## src/rtl/axi_wr_arbiter.sv

```systemverilog
// Two-requester AXI write arbiter: round-robin AW arbitration with a write-order
// FIFO that steers each W burst to the manager in the order its AW was granted.
module axi_wr_arbiter #(
  parameter type         aw_t      = logic,
  parameter type         w_t       = logic,
  parameter int unsigned MaxWTrans = 4
) (
  input  logic                             clk_i,
  input  logic                             rst_ni,
  input  logic [1:0]                       slv_aw_valid_i,
  input  aw_t  [1:0]                       slv_aw_chan_i,
  output logic [1:0]                       slv_aw_ready_o,
  input  logic [1:0]                       slv_w_valid_i,
  input  w_t   [1:0]                       slv_w_chan_i,
  output logic [1:0]                       slv_w_ready_o,
  output logic                             mst_aw_valid_o,
  output aw_t                              mst_aw_chan_o,
  input  logic                             mst_aw_ready_i,
  output logic                             mst_w_valid_o,
  output w_t                               mst_w_chan_o,
  input  logic                             mst_w_ready_i,
  output logic [$clog2(MaxWTrans+1)-1:0]   w_pending_o
);

  localparam int unsigned PtrW = (MaxWTrans > 1) ? $clog2(MaxWTrans) : 1;
  localparam int unsigned CntW = $clog2(MaxWTrans + 1);

  logic [MaxWTrans-1:0] order_q;
  logic [PtrW-1:0]      wr_ptr_q, rd_ptr_q;
  logic [CntW-1:0]      cnt_q;
  logic                 prio_q, lock_q, lock_sel_q;
  logic                 sel, head, fifo_full, fifo_empty;
  logic                 aw_hs, w_hs, w_last, push, pop;

  function automatic logic [PtrW-1:0] next_ptr(input logic [PtrW-1:0] p);
    return (p == PtrW'(MaxWTrans - 1)) ? '0 : p + 1'b1;
  endfunction

  assign fifo_full  = (cnt_q == CntW'(MaxWTrans));
  assign fifo_empty = (cnt_q == '0);
  assign head       = order_q[rd_ptr_q];

  // A stalled AW keeps its requester selected until the handshake completes.
  always_comb begin
    if (lock_q)                sel = lock_sel_q;
    else if (&slv_aw_valid_i)  sel = prio_q;
    else                       sel = slv_aw_valid_i[1];
  end

  // Outputs are forced idle while reset is held, independent of the inputs.
  always_comb begin
    mst_aw_valid_o      = rst_ni & slv_aw_valid_i[sel] & ~fifo_full;
    mst_aw_chan_o       = slv_aw_chan_i[sel];
    slv_aw_ready_o      = '0;
    slv_aw_ready_o[sel] = rst_ni & mst_aw_ready_i & ~fifo_full;
  end

  always_comb begin
    mst_w_valid_o       = ~fifo_empty & slv_w_valid_i[head];
    mst_w_chan_o        = slv_w_chan_i[head];
    slv_w_ready_o       = '0;
    slv_w_ready_o[head] = ~fifo_empty & mst_w_ready_i;
  end

  // A one-bit W payload is treated as the last flag itself.
  if ($bits(w_t) == 1) begin : g_last_bit
    assign w_last = mst_w_chan_o;
  end else begin : g_last_field
    assign w_last = mst_w_chan_o.last;
  end

  assign aw_hs = mst_aw_valid_o & mst_aw_ready_i;
  assign w_hs  = mst_w_valid_o & mst_w_ready_i;
  assign push  = aw_hs;
  assign pop   = w_hs & w_last;

  always_ff @(posedge clk_i or negedge rst_ni) begin
    if (!rst_ni) begin
      wr_ptr_q   <= '0;
      rd_ptr_q   <= '0;
      cnt_q      <= '0;
      prio_q     <= 1'b0;
      lock_q     <= 1'b0;
      lock_sel_q <= 1'b0;
    end else begin
      lock_q     <= mst_aw_valid_o & ~mst_aw_ready_i;
      lock_sel_q <= sel;
      if (aw_hs) prio_q <= ~sel;
      if (push) wr_ptr_q <= next_ptr(wr_ptr_q);
      if (pop)  rd_ptr_q <= next_ptr(rd_ptr_q);
      case ({push, pop})
        2'b10:   cnt_q <= cnt_q + 1'b1;
        2'b01:   cnt_q <= cnt_q - 1'b1;
        default: cnt_q <= cnt_q;
      endcase
    end
  end

  always_ff @(posedge clk_i) begin
    if (push) order_q[wr_ptr_q] <= sel;
  end

  assign w_pending_o = cnt_q;

endmodule

```

## config.mk

```make
export PLATFORM = sky130hd
export DESIGN_NAME = axi_wr_arbiter
export DESIGN_NICKNAME = d
export VERILOG_FILES = /design/src/rtl/axi_wr_arbiter.sv
export SDC_FILE = /design/constraint.sdc
export NUM_CORES = 1
export LEC_CHECK = 0
export BUFFER_PORTS_ARGS = -buffer_cell sky130_fd_sc_hd__buf_2
export CAP_MARGIN = 30
export CORE_MARGIN = 2
export CORE_UTILIZATION = 54
export DETAILED_ROUTE_END_ITERATION = 7
export GPL_TIMING_DRIVEN = 0
export HOLD_SLACK_MARGIN = 0.02
export PLACE_DENSITY = 0.82
export SYNTH_ARGS = -nofsm -noshare
export SYNTH_HDL_FRONTEND = slang
export SYNTH_SLANG_ARGS = --single-unit
```

## constraint.sdc

```tcl
create_clock -name clk_i -period 7.4 [get_ports clk_i]
set_clock_uncertainty 0.15 [all_clocks]
set_input_delay 1.48 -clock clk_i [delete_from_list [all_inputs] [get_ports clk_i]]
set_output_delay 1.48 -clock clk_i [all_outputs]
set_load 0.02 [all_outputs]
```

==> metrics.md <==
| Metric | Value |
|---|---|
| Status | completed |
| WL/cell | 12.5 um |
| TritonCTS Buffers | 3 |
| Total Neg Setup Slack | 0 ps |
| Remaining DRCs | 0 |
| Total core area | 1470 um^2 |
| Hold Vio Cnt, Final | 0 |
| Die area | 1860 um^2 |
| Worst-path clk slew | 80 ps |
| CP required | 5770 ps |
| CP Launch Point | slv_aw_valid_i[0] |
| Share of layout cells above drive strength 1 | 36.7% |
| LEAKAGE | 0.488 nW |
| CP Launch Type | input pin |
| Largest net degree at the start of global routing | 13 |
| GPL Wtd Cong | 0.686 |
| Yosys reg bits | 14 |
| Reg-to-reg slack, setup | 4640 ps |
| Post-DRT Antenna Nets | 0 |
| Max Cap Violations | 0 |
| Drt via density | 5.34 |
| Pre-antenna DRT Iters | 4 |
| Cell row count | 14 |
| Clk Tree Root Cell | clkbuf_4 |
| Fin area | 991 um^2 |
| Cts hold-fix bufs | 0 |
| Worst R2R End | w_pending_o[2] |
| Initial antenna violation count | 0 |
| Worst hold path class | reg2reg |
| Placed Area | 955 um^2 |
| Commonest non-fill, non-tap cells in the layout | 22 x buf_2, 10 x dfrtp_1, 9 x inv_1, 9 x nor2_1, 6 x ha_1 |
| Worst-path fanout max | 4 |
| Global-route wire length before repair | 2460 um |
| Worst Setup EP | mst_aw_chan_o |
| GRT Util Overall | 18.0% |
| Fill count | 115 |
| Avg Cell Area, Syn | 11.5 um^2 |
| I/O Buffers | 22 |
| Inserted Diodes | 0 |
| Peak VDD IR | 193 uV |
| Clock sink count | 14 |
| Critical path arrival | 2420 ps |
| Routed via count | 609 |
| Tot Pwr | 352 uW |
| Post-Syn Area | 825 um^2 |
| Die W | 43.1 um |
| DRT iter0 DRCs | 5 |
| Vias in the first global route | 568 |
| Die span in y | 43.1 um |
| Slew margin rel. | 52.1% |
| Worst-Margin Slew | 709 ps |
| Seq/Total Area, Yosys | 44.9% |
| Post-Syn Nets | 91 |
| Path depth of the worst reg2reg path | 9 |
| Fin. max-slew vios | 0 |
| Post-synthesis instance total | 72 |
| Worst r2r src | w_pending_o[0] |
| Post-synthesis cell type count | 26 |
| RSZ-0062 raised after global routing | false |
| Skew-Pair Late Insertion Delay | 280 ps |
| TritonCTS clock tree | yes |
| H-Tree Level Count | 1 |
| Maximum operating frequency | 0.247 GHz |
| Setup Viol. Count Final | 0 |
| Final nets | 118 |
| Commonest non-fill, non-tap cell in the layout | buf_2 |
| Total grt overflow | 0 |
| Synth warn | 0 |
| Post-route clock period utilization | 54.7% |
| Crit end category | output pin |
| PwrDens | 355 nW/um^2 |
| Area growth syn-to-layout | 20.2% |
| Initial Util | 56.0% |
| # Post-CTS Setup Buffers | 0 |
| PostCTS Resize Cnt | 0 |
| HPWL Detailed | 1170 um |
| Setup CP Type | in2out |
| Final wirelength | 1430 um |
| Period minus WS final | 4050 ps |
| IO Count | 23 |
| CTS Buffer Depth | 2 |
==> where the power goes <==
part / internal, mW / total [mW] / switching, mW
Clock: 0.0299 / 0.0550 / 0.0251
Combinational: 0.0740 / 0.161 / 0.0871
Sequential: 0.108 / 0.136 / 0.0280
Total: 0.212 / 0.352 / 0.140
==> cells by family after synthesis <==
family                   share of synthesized area (%)
XOR/XNOR                                          3.19
adder cells (fa/ha/maj)                           11.5
buffers and inverters                             4.10
flip-flops                                        44.9
multiplexers                                      14.7
AO/OA/AOI/OAI                                     6.83
AND/OR/NAND/NOR                                   14.7
==> critical path, cell delays in order <==
cell	delay, ps
buf_2	100
nand2b_1	60
nand3b_1	70
and2_1	200
mux2_2	340
buf_2	150
==> state kept, by name, summed over array words and instances (netlist names) <==
name,cells
lock_q,1
lock_sel_q,1
order_q,4
prio_q,1
rd_ptr_q,2
w_pending_o,3
wr_ptr_q,2
==> cells in the mapped netlist <==
| library cell | instances | share of area (%) |
|---|---|---|
| a41oi_2 | 1 | 2.0 |
| edfxtp_1 | 4 | 15 |
| nand2_1 | 3 | 1.4 |
| o2bb2ai_1 | 1 | 1.1 |
| mux4_2 | 1 | 2.7 |
| o311ai_0 | 1 | 1.1 |
| a21oi_1 | 1 | 0.61 |
| and2_2 | 1 | 0.91 |
| mux2_2 | 5 | 6.8 |
| xor2_1 | 1 | 1.1 |
| a21boi_0 | 1 | 0.91 |
| fa_1 | 1 | 2.4 |
| dfrtp_1 | 10 | 30 |
| and2_1 | 5 | 3.8 |
| mux2i_1 | 2 | 2.4 |
| inv_1 | 9 | 4.1 |
| nand3b_1 | 1 | 0.91 |
| xnor2_1 | 2 | 2.1 |
| o31a_2 | 1 | 1.2 |
| nor3_1 | 1 | 0.61 |
| and2b_2 | 1 | 1.1 |
| nor2_1 | 9 | 4.1 |
| ha_1 | 6 | 9.1 |
| nand2b_1 | 1 | 0.76 |
| mux2_1 | 2 | 2.7 |
| and4b_1 | 1 | 1.2 |
==> layer usage <==
| metal | vias up | part of all wire, % | wire length, um | GRT usage, % |
|---|---|---|---|---|
| li1 | 298 | - | - | - |
| met1 | 285 | 40 | 576 | 21.4 |
| met2 | 20 | 51 | 732 | 29.7 |
| met3 | 6 | 4.8 | 68 | 3.40 |
| met4 | 0 | 3.4 | 48 | 10.9 |
| met5 | - | 0 | 0 | 0 |
==> cell type report <==
| cell class | instances | area, um^2 | share of cell area (%) |
|---|---|---|---|
| tap | 16 | 20.0 | 2.02 |
| multi-input combinational | 49 | 420 | 42.4 |
| clock buffer | 4 | 36.3 | 3.66 |
| timing repair buffer | 22 | 110 | 11.1 |
| inverter | 9 | 33.8 | 3.41 |
| sequential | 14 | 370 | 37.4 |
==> per-stage QoR <==
stage                     util, %  std cells  setup slack (ps)  hold slack (ps)
final                        67.3        114              3350              390
after global routing         67.3        114              3180              427
after CTS                    67.3        114              3350              384
after detailed placement     64.9        110              3350              365
after global placement       64.9        110              3370              344
after floorplan                 -         72              3630              322
==> how the worst min path moves through the flow <==
stage                start  slack (ps)  cells past startpoint  endpoint
finish              prio_q         390                      1    prio_q
CTS                 prio_q         380                      1    prio_q
global route        prio_q         430                      1    prio_q
floorplan           prio_q         320                      1    prio_q
detailed placement  prio_q         360                      1    prio_q
global placement    prio_q         340                      1    prio_q
No activity file was read; power rests on OpenSTA's default activity.
